**config.mk**
```make
export PLATFORM = sky130hd
export DESIGN_NAME = seq_adder_ctrl_flat
export DESIGN_NICKNAME = d
export VERILOG_FILES = /design/src/rtl/seq_adder_ctrl_if.sv /design/src/rtl/seq_adder_ctrl.sv /design/src/flat_wrapper.sv
export SDC_FILE = /design/constraint.sdc
export NUM_CORES = 1
export LEC_CHECK = 0
export ABC_AREA = 1
export BUFFER_PORTS_ARGS = -buffer_cell sky130_fd_sc_hd__buf_4
export CORE_ASPECT_RATIO = 1.25
export CORE_MARGIN = 2
export CORE_UTILIZATION = 59
export DETAILED_ROUTE_END_ITERATION = 16
export PLACE_DENSITY = 0.95
export SYNTH_ARGS = -nofsm -noshare
export SYNTH_HDL_FRONTEND = slang
export SYNTH_SLANG_ARGS = --single-unit
```
**constraint.sdc**
```tcl
create_clock -name clk -period 6.9 [get_ports clk]
set_clock_uncertainty 0.2 [all_clocks]
set_input_delay 0 -clock clk [delete_from_list [all_inputs] [get_ports clk]]
set_output_delay 0 -clock clk [all_outputs]
set_load 0.01 [all_outputs]
```
**src/rtl/seq_adder_ctrl_if.sv**
```systemverilog
// Request/result handshake bundle for the byte-serial adder.
// The master side issues operands and consumes the result; the slave side is the adder.
interface seq_adder_ctrl_if #(
    parameter int NBYTES = 4
);
    localparam int W = 8 * NBYTES;

    // Request channel
    logic         in_val;
    logic         in_rdy;
    logic         op;
    logic [W-1:0] a;
    logic [W-1:0] b;
    logic         cin;

    // Result channel
    logic         out_val;
    logic         out_rdy;
    logic [W-1:0] result;
    logic         cout;
    logic         ovf;

    // Status
    logic         busy;

    modport master (
        output in_val, op, a, b, cin, out_rdy,
        input  in_rdy, out_val, result, cout, ovf, busy
    );

    modport slave (
        input  in_val, op, a, b, cin, out_rdy,
        output in_rdy, out_val, result, cout, ovf, busy
    );
endinterface

```
**src/rtl/seq_adder_ctrl.sv**
```systemverilog
// Byte-serial adder/subtractor: one 8-bit adder slice processes the operands
// LSB byte first over NBYTES cycles, then holds the result until consumed.
module seq_adder_ctrl #(
    parameter int NBYTES = 4
) (
    input logic            clk,
    input logic            rst_n,
    seq_adder_ctrl_if.slave bus
);
    localparam int IW = (NBYTES > 1) ? $clog2(NBYTES) : 1;

    typedef enum logic [1:0] {
        IDLE = 2'd0,
        CALC = 2'd1,
        DONE = 2'd2
    } state_t;

    state_t state_q;
    state_t state_nxt;

    // Operands are held byte-addressable so the active byte is a plain index.
    logic [NBYTES-1:0][7:0] a_q;
    logic [NBYTES-1:0][7:0] b_q;       // effective B (already inverted for subtract)
    logic [NBYTES-1:0][7:0] result_q;
    logic [IW-1:0]          idx_q;
    logic                   carry_q;
    logic                   cout_q;
    logic                   ovf_q;

    logic                   accept;
    logic                   last_byte;
    logic [7:0]             slice_sum;
    logic                   slice_cout;

    assign accept    = (state_q == IDLE) && bus.in_val;
    assign last_byte = (idx_q == IW'(NBYTES - 1));

    // The one and only adder: 8-bit slice fed by the current byte and the carry register.
    always_comb begin
        {slice_cout, slice_sum} = {1'b0, a_q[idx_q]} + {1'b0, b_q[idx_q]} + {8'd0, carry_q};
    end

    // State register.
    // NOTE: every clocked block uses non-blocking assignments so all registers
    // update from the same pre-edge values, with no dependence on block order.
    always_ff @(posedge clk or negedge rst_n) begin
        if (!rst_n) begin
            state_q <= IDLE;
        end else begin
            state_q <= state_nxt;
        end
    end

    // Next-state and handshake outputs (Moore: decoded from state only).
    // NOTE: every signal driven here gets a default first, so no path can
    // leave one unassigned and infer a latch.
    always_comb begin
        state_nxt  = state_q;
        bus.in_rdy  = 1'b0;
        bus.out_val = 1'b0;
        bus.busy    = 1'b1;
        unique case (state_q)
            IDLE: begin
                bus.in_rdy = 1'b1;
                bus.busy   = 1'b0;
                if (bus.in_val) begin
                    state_nxt = CALC;
                end
            end
            CALC: begin
                if (last_byte) begin
                    state_nxt = DONE;
                end
            end
            DONE: begin
                bus.out_val = 1'b1;
                if (bus.out_rdy) begin
                    state_nxt = IDLE;
                end
            end
            default: begin
                state_nxt = IDLE;
            end
        endcase
    end

    // Operand capture at accept, then one byte per cycle through the slice.
    // NOTE: the datapath registers are reset along with the FSM so result,
    // cout and ovf read as zero after reset rather than as stale values.
    always_ff @(posedge clk or negedge rst_n) begin
        if (!rst_n) begin
            a_q      <= '0;
            b_q      <= '0;
            result_q <= '0;
            idx_q    <= '0;
            carry_q  <= 1'b0;
            cout_q   <= 1'b0;
            ovf_q    <= 1'b0;
        end else if (accept) begin
            a_q     <= bus.a;
            // Subtract is A + ~B + 1; op overrides cin so the two never combine.
            b_q     <= bus.op ? ~bus.b : bus.b;
            carry_q <= bus.op ? 1'b1 : bus.cin;
            idx_q   <= '0;
        end else if (state_q == CALC) begin
            result_q[idx_q] <= slice_sum;
            carry_q         <= slice_cout;
            if (last_byte) begin
                idx_q  <= '0;
                cout_q <= slice_cout;
                // Signed overflow: like-signed operands giving an opposite-signed result.
                ovf_q  <= (a_q[NBYTES-1][7] == b_q[NBYTES-1][7]) &&
                          (slice_sum[7] != a_q[NBYTES-1][7]);
            end else begin
                idx_q <= idx_q + IW'(1);
            end
        end
    end

    assign bus.result = result_q;
    assign bus.cout   = cout_q;
    assign bus.ovf    = ovf_q;

endmodule

```
**src/flat_wrapper.sv**
```systemverilog
// flat-port wrapper written by rule: the top's interface ports become plain ports
module seq_adder_ctrl_flat 
#(
    parameter int NBYTES = 4
)
  (clk, rst_n, bus_in_val, bus_op, bus_a, bus_b, bus_cin, bus_out_rdy, bus_in_rdy, bus_out_val, bus_result, bus_cout, bus_ovf, bus_busy);
  seq_adder_ctrl_if #(.NBYTES(NBYTES)) bus_i ();
  input logic clk;
  input logic rst_n;
  input wire logic [$bits(bus_i.in_val)-1:0] bus_in_val;
  input wire logic [$bits(bus_i.op)-1:0] bus_op;
  input wire logic [$bits(bus_i.a)-1:0] bus_a;
  input wire logic [$bits(bus_i.b)-1:0] bus_b;
  input wire logic [$bits(bus_i.cin)-1:0] bus_cin;
  input wire logic [$bits(bus_i.out_rdy)-1:0] bus_out_rdy;
  output wire logic [$bits(bus_i.in_rdy)-1:0] bus_in_rdy;
  output wire logic [$bits(bus_i.out_val)-1:0] bus_out_val;
  output wire logic [$bits(bus_i.result)-1:0] bus_result;
  output wire logic [$bits(bus_i.cout)-1:0] bus_cout;
  output wire logic [$bits(bus_i.ovf)-1:0] bus_ovf;
  output wire logic [$bits(bus_i.busy)-1:0] bus_busy;
  assign bus_i.in_val = bus_in_val;
  assign bus_i.op = bus_op;
  assign bus_i.a = bus_a;
  assign bus_i.b = bus_b;
  assign bus_i.cin = bus_cin;
  assign bus_i.out_rdy = bus_out_rdy;
  assign bus_in_rdy = bus_i.in_rdy;
  assign bus_out_val = bus_i.out_val;
  assign bus_result = bus_i.result;
  assign bus_cout = bus_i.cout;
  assign bus_ovf = bus_i.ovf;
  assign bus_busy = bus_i.busy;
  seq_adder_ctrl #(.NBYTES(NBYTES)) u_core (.clk(clk), .rst_n(rst_n), .bus(bus_i));
endmodule
```
* After elaboration in Yosys (flattened, before gate mapping)
Index checks and enable logic that the tools add are counted.
Storage, ports and cells: bits of input ports 70, flip-flop bits (word level) 103, output and inout bits 37, word-level logic and storage cells 61
Cells by class: reduce and logical (&&, ||, !) cells 8, bitwise operators 2, order comparisons 2, equal/unequal tests 8, muxes and demuxes 21, add/sub/neg operators 3
Operators with widths (count):
- binary-select mux 8 bit (select 2 bit) | 2
- bitwise mux 32 bit | 1
- two-way mux 32 bit | 1
- inverter 32 bit | 1
- two-way mux 8 bit | 3
- demux 8 bit (select 2 bit) | 1
- two-way mux 2 bit | 6
- adder 8 x 8 -> 9 bit | 1
- adder 9 x 1 -> 9 bit | 1
- two-way mux 1 bit | 6
- one-hot mux 2 bit (3 select lines) | 1
- AND reduction 3 bit | 2
- == test 2 bit, second input constant | 2
- != test 2 bit, second input constant | 2
- logical AND 1 bit | 3
- < comparator 2 x 3 -> 1 bit, second input constant | 1
- adder 2 x 1 -> 2 bit, second input constant | 1
- == test 2 x 1 -> 1 bit, second input constant | 1
- >= comparator 2 x 1 -> 1 bit, second input constant | 1
- logical NOT 2 bit | 1
- != test 2 x 1 -> 1 bit, second input constant | 1
- AND reduction 2 bit | 1
- nonzero test 2 bit | 1
- == test 1 bit | 1
- 2 further kinds | 2

* Logic depth before layout (Yosys ltp)
depth after elaboration 6, gate-level depth with buffers 15, gate-level depth less buffers 13

* Worst setup path before layout
OpenSTA, ideal clock, no wires.
path type flip-flop to flip-flop, from reg u_core.idx_q[0], to reg u_core.result_q, in the netlist u_core.bus.result[30], buffers on the path 2, cell stages (with the launch flop) 14, arrival time 2.375 ns, data required time 6.582 ns, period minus slack after synthesis 2.693 ns, setup time 0.118 ns, path slack 4.207 ns, path through dfrtp_1 > buf_2 > inv_1 > clkbuf_1 > o21ai_0 > o22ai_1 > fa_1 > fa_1 > nand3_1 > nand2_1 > a21oi_1 > nand2_1 > nand3_1 > nand2_1
On the way: cells in the longest elaborated chain, start to end 5, elaborated cells on any way between the ends 12, classes of those cells add/sub: 2; order compare: 2; mux: 7; reduce/logical: 1
RTL lines:
- from (decl) | line seq_adder_ctrl.sv:25 | logic [IW-1:0] idx_q;
- from (signal assigned) | line seq_adder_ctrl.sv:115 | idx_q <= idx_q + IW'(1);
- binary-select mux 8 bit (select 2 bit) (tied with other cells) | line seq_adder_ctrl.sv:40 | {slice_cout, slice_sum} = {1'b0, a_q[idx_q]} + {1'b0, b_q[idx_q]} + {8'd0, carry_q};
- two-way mux 8 bit (implied by the code) / logical AND 1 bit (equally long branches) | line seq_adder_ctrl.sv:40, seq_adder_ctrl.sv:106
- adder 8 x 8 -> 9 bit / two-way mux 8 bit (equally long branches) | line seq_adder_ctrl.sv:40, seq_adder_ctrl.sv:106
- adder 9 x 1 -> 9 bit / demux 8 bit (select 2 bit) (equally long branches)
- bitwise mux 32 bit (*) | line seq_adder_ctrl.sv:106 | result_q[idx_q] <= slice_sum;
- to (signal, indexed assignment) | line seq_adder_ctrl.sv:106
- to (decl) | line seq_adder_ctrl.sv:24 | logic [NBYTES-1:0][7:0] result_q;
Mark *: on every way between the ends. The rest lies on a longest branch, timed or not. The select of a mux whose other input is x is not followed. A chain may end at the register's enable or synchronous reset.

* Final worst setup path
from reg u_core.idx_q[0], to reg u_core.result_q, in the netlist u_core.bus.result[14]
The elaborated chain is that of the path after synthesis.

==> metrics.md <==
| Metric | Value |
|---|---|
| Iteration-0 DRC Markers | `550` |
| Post-synth top area share | `0.515` |
| Setup Viol. Count Final | `0` |
| Commonest cells in the netlist | `nand2_1, dfrtp_1, o21ai_0` |
| Compound-Gate Fraction of Synth Area | `0.122` |
| Ratio of cells with drive above 1 in the final layout | `0.183` |
| Reg power frac | `0.341` |
| Nets | `~800` |
| Worst hold slack | `-0.0318 ns` |
| Final Wtd Congestion | `around 0.9` |
| Total Neg Setup Slack | `0 ns` |
| Crit path max-delay cell type | `dfrtp_1` |
| Total power | `3.35 mW` |
| TritonCTS clock tree | `built` |
| Clock network power share | `0.116` |
| DRC viols | `0` |
| Register area | `between 2000 and 3000 sq um` |
| R2R Path End | `u_core.bus.result[14]` |
| Sequential element share of the synthesized area | `0.515` |
| Sink Count | `~100` |
| RSZ-0062 raised after global routing | `false` |
| Synth Area in Simple Gates | `0.210` |
| Cell taking the most area after synthesis | `dfrtp_1` |
| Via Count | `around 4,900` |
| Largest net degree at the start of global routing | `99` |
| Rows | `37` |
| Synth Register Bits | `between 100 and 150` |
| Multi-input logic area | `between 2000 and 2500 sq um` |
| Total inserted antenna cells | `0` |
| Logic gate share of total power | `0.542` |
| Mux contribution to synthesized area | `0` |
| Number of flops mapped to enable cells by yosys | `0` |
| Tcrit/Tclk final | `0.614` |
| Sw power | `1.60 mW` |
| Crit. End Element | `flip-flop` |
| Clock Latency Late Sink | `about 0.4 ns` |
| Post-Synth XOR/XNOR Area | `0.0613` |
| PostCTS Resize Cnt | `0` |
| R2r startpoint | `u_core.idx_q[0]` |
| IO Pins | `roughly 110` |
| First-pass DRT Iterations | `6` |
| Worst-Margin Slew | `1.08 ns` |
| Outcome | `finished, violations left` |
| CORE AREA | `~8200 sq um` |
| Reg clk slew, reported paths | `approximately 0.1 ns` |
| Leak Pwr | `about 3.3 nW` |
| Crit start category | `flip-flop` |
| Net count of the mapped netlist | `between 600 and 700` |
| Starting Density | `0.607` |
| Placed Area | `between 5000 and 6000 sq um` |
| Max cap viols | `0` |
| Failing checks | `negative hold slack` |
| Post-Syn Area | `between 5000 and 6000 sq um` |
| Fill count | `between 400 and 500` |
| Hold-fix buffers, CTS | `68` |
| Worst Reg-to-Reg Cells | `11` |
| Initial antenna violation count | `0` |
| Hold Violations, Final | `between 40 and 50` |
| Critical Path RT | `roughly 7 ns` |
| Root Buffer | `clkbuf_8` |
| Avg Inst Size Synth | `8.58 sq um` |
| Fmax | `236 MHz` |
| Net Sw Frac | `0.478` |
| Gr usage total | `0.329` |
| Crit-path cells | `inv_1 -> o21ai_0 -> o22ai_1 -> fa_1 -> fa_1 -> nand3_1 -> nand2_1 -> a21oi_1 -> nand2_1 -> nand3_1 -> nand2_1` |
| Max IR drop VDD | `between 200 and 300 uV` |
| Synth area leaders | `dfrtp_1, nand2_1, o21ai_0` |
| FF-to-FF setup slack | `between 2 and 3 ns` |
| Largest family of logic cells by synthesized area | `simple AND/OR/NAND/NOR gates` |
| Post-route ant nets | `0` |
| Post-Synth Adder-Cell Area | `0.0355` |
| Synthesis Warnings | `0` |
| Chip Width | `between 80 and 90 um` |
| CP dominant cell by count | `nand2_1` |
| Max Buffers Root-to-Sink | `2` |
| PD cells | `about 510 nW/um^2` |
| Crit path arrival time | `4.32 ns` |
| Num CTS Buffers | `9` |
| Worst min-delay path class | `primary input to async pin` |
| First-pass GRT wire length | `23.1 mm` |
| Vias in the first global route | `4,798` |
| Setup Crit Path Kind | `flip-flop to flip-flop` |
| Cells after synthesis | `roughly 600` |
| Synth async-reset ratio | `1.00` |
| Congestion Overflow GR | `0` |
| Drt via density | `between 5 and 6` |
| Port bufs | `around 110` |
| Yosys cell types | `32` |
| Final critical-path required period | `4.24 ns` |
| Post-CTS Repair Setup Buffers | `0` |
| Die Y | `107 um` |
| Post-route cell area | `6620 sq um` |
| Area Growth Syn to Fin | `32.4%` |
| Worst-path fanout max | `37` |
| Dpl hpwl | `between 8 and 9 mm` |
| Slowest cell delay on critical path | `1.06 ns` |
| Max Slew Vio Count | `0` |
| Most common cell in the netlist | `nand2_1` |
| Wire per inst | `about 17 um` |
| Main synth FF type | `dfrtp_1` |
| Final wirelength | `14.7 mm` |
| Worst rel slew slack | `0.280` |
| DIE AREA | `slightly above 9000 sq um` |
| Htree depth | `3` |
| Internal cell power | `around 1.8 mW` |
-- power by group through the flow --
stage	logic (mW)	clock network, mW	registers [mW]
6_report	1.82	0.390	1.14
5_1_grt	2.00	0.408	1.16
4_1_cts	1.75	0.383	1.12
3_5_place_dp	1.71	0	1.13
3_3_place_gp	1.59	0	1.11
2_1_floorplan	1.20	0	1.08
-- how the worst max path moves through the flow --
stage	from	to	slack [ns]	cells after the start
after floorplan	u_core.idx_q[0]	u_core.bus.result[30]	4.21	13
after global placement	u_core.idx_q[0]	u_core.bus.result[22]	3.02	11
after detailed placement	u_core.idx_q[0]	u_core.bus.result[14]	2.87	11
after CTS	u_core.idx_q[0]	u_core.bus.result[14]	2.85	11
after global routing	u_core.idx_q[0]	u_core.bus.result[6]	2.35	11
final	u_core.idx_q[0]	u_core.bus.result[14]	2.66	11
-- cell families (layout without fill, tap and decap cells) --
kind of cell | Yosys count | in the layout
AND/OR/NAND/NOR | 264 | 264
AO/OA/AOI/OAI | 114 | 114
flip-flops | 103 | 103
buffers and inverters | 54 | 215
XOR/XNOR | 35 | 35
adder cells (fa/ha/maj) | 13 | 13
-- area by class of cell --
type,count,area share
clock buffer,11,0.0214
clock inverter,5,0.00851
inverter,24,0.0140
multi-input combinational,426,0.324
sequential,103,0.389
tap,97,0.0183
timing repair buffer,175,0.224
-- critical path: cells and delay by family, from the launching register on --
family                     cells  cell delay [ns]
AOI/OAI and AO/OA              3             0.71
adders and majority gates      2             0.89
and+or+nand+nor                5             0.52
buffers and inverters          1             0.75
DFF                            1             1.06
-- through the flow --
stage / worst slack (ns) / std cells / utilization
after floorplan: 4.21 / 583 / -
after global placement: 3.02 / 757 / 0.697
after detailed placement: 2.87 / 757 / 0.697
after CTS: 2.85 / 841 / 0.803
after global routing: 2.35 / 841 / 0.803
final: 2.66 / 841 / 0.803
-- cells in the final DEF, fill, tap and decap left out, drive strengths merged --
| cell | netlist | layout |
|---|---|---|
| nand2 | 210 | 210 |
| buf | 20 | 107 |
| dfrtp | 103 | 103 |
| o21ai | 91 | 91 |
| dlygate4sd3 | 0 | 68 |
| nor2 | 39 | 39 |
| xnor2 | 34 | 34 |
| inv | 24 | 25 |
| o22ai | 16 | 16 |
| nand3 | 12 | 12 |
| ha | 11 | 11 |
| clkbuf | 10 | 11 |
| a21oi | 4 | 4 |
| fa | 2 | 2 |
| clkinv | 0 | 2 |
| o21bai | 1 | 1 |
| or2 | 1 | 1 |
| and2 | 1 | 1 |
| nand4 | 1 | 1 |
| xor2 | 1 | 1 |
| a32o | 1 | 1 |
| o31ai | 1 | 1 |
| bufinv | 0 | 1 |
| clkinvlp | 0 | 1 |
-- metal layers --
layer,vias up,routed length (um),track usage
met4,0,835,0.196
met1,2292,5220,0.383
li1,2182,-,-
met2,344,7580,0.569
met3,69,1080,0.0454
met5,-,0,0
-- flip-flops by register name (all words and copies together), names as in the netlist --
| register | cells |
|---|---|
| u_core.bus.cout | 1 |
| u_core.b_q | 32 |
| u_core.a_q | 32 |
| u_core.bus.ovf | 1 |
| u_core.bus.result | 32 |
| u_core.carry_q | 1 |
| u_core.state_q | 2 |
| u_core.idx_q | 2 |
Note: power is estimated with default switching activity, not from simulation.
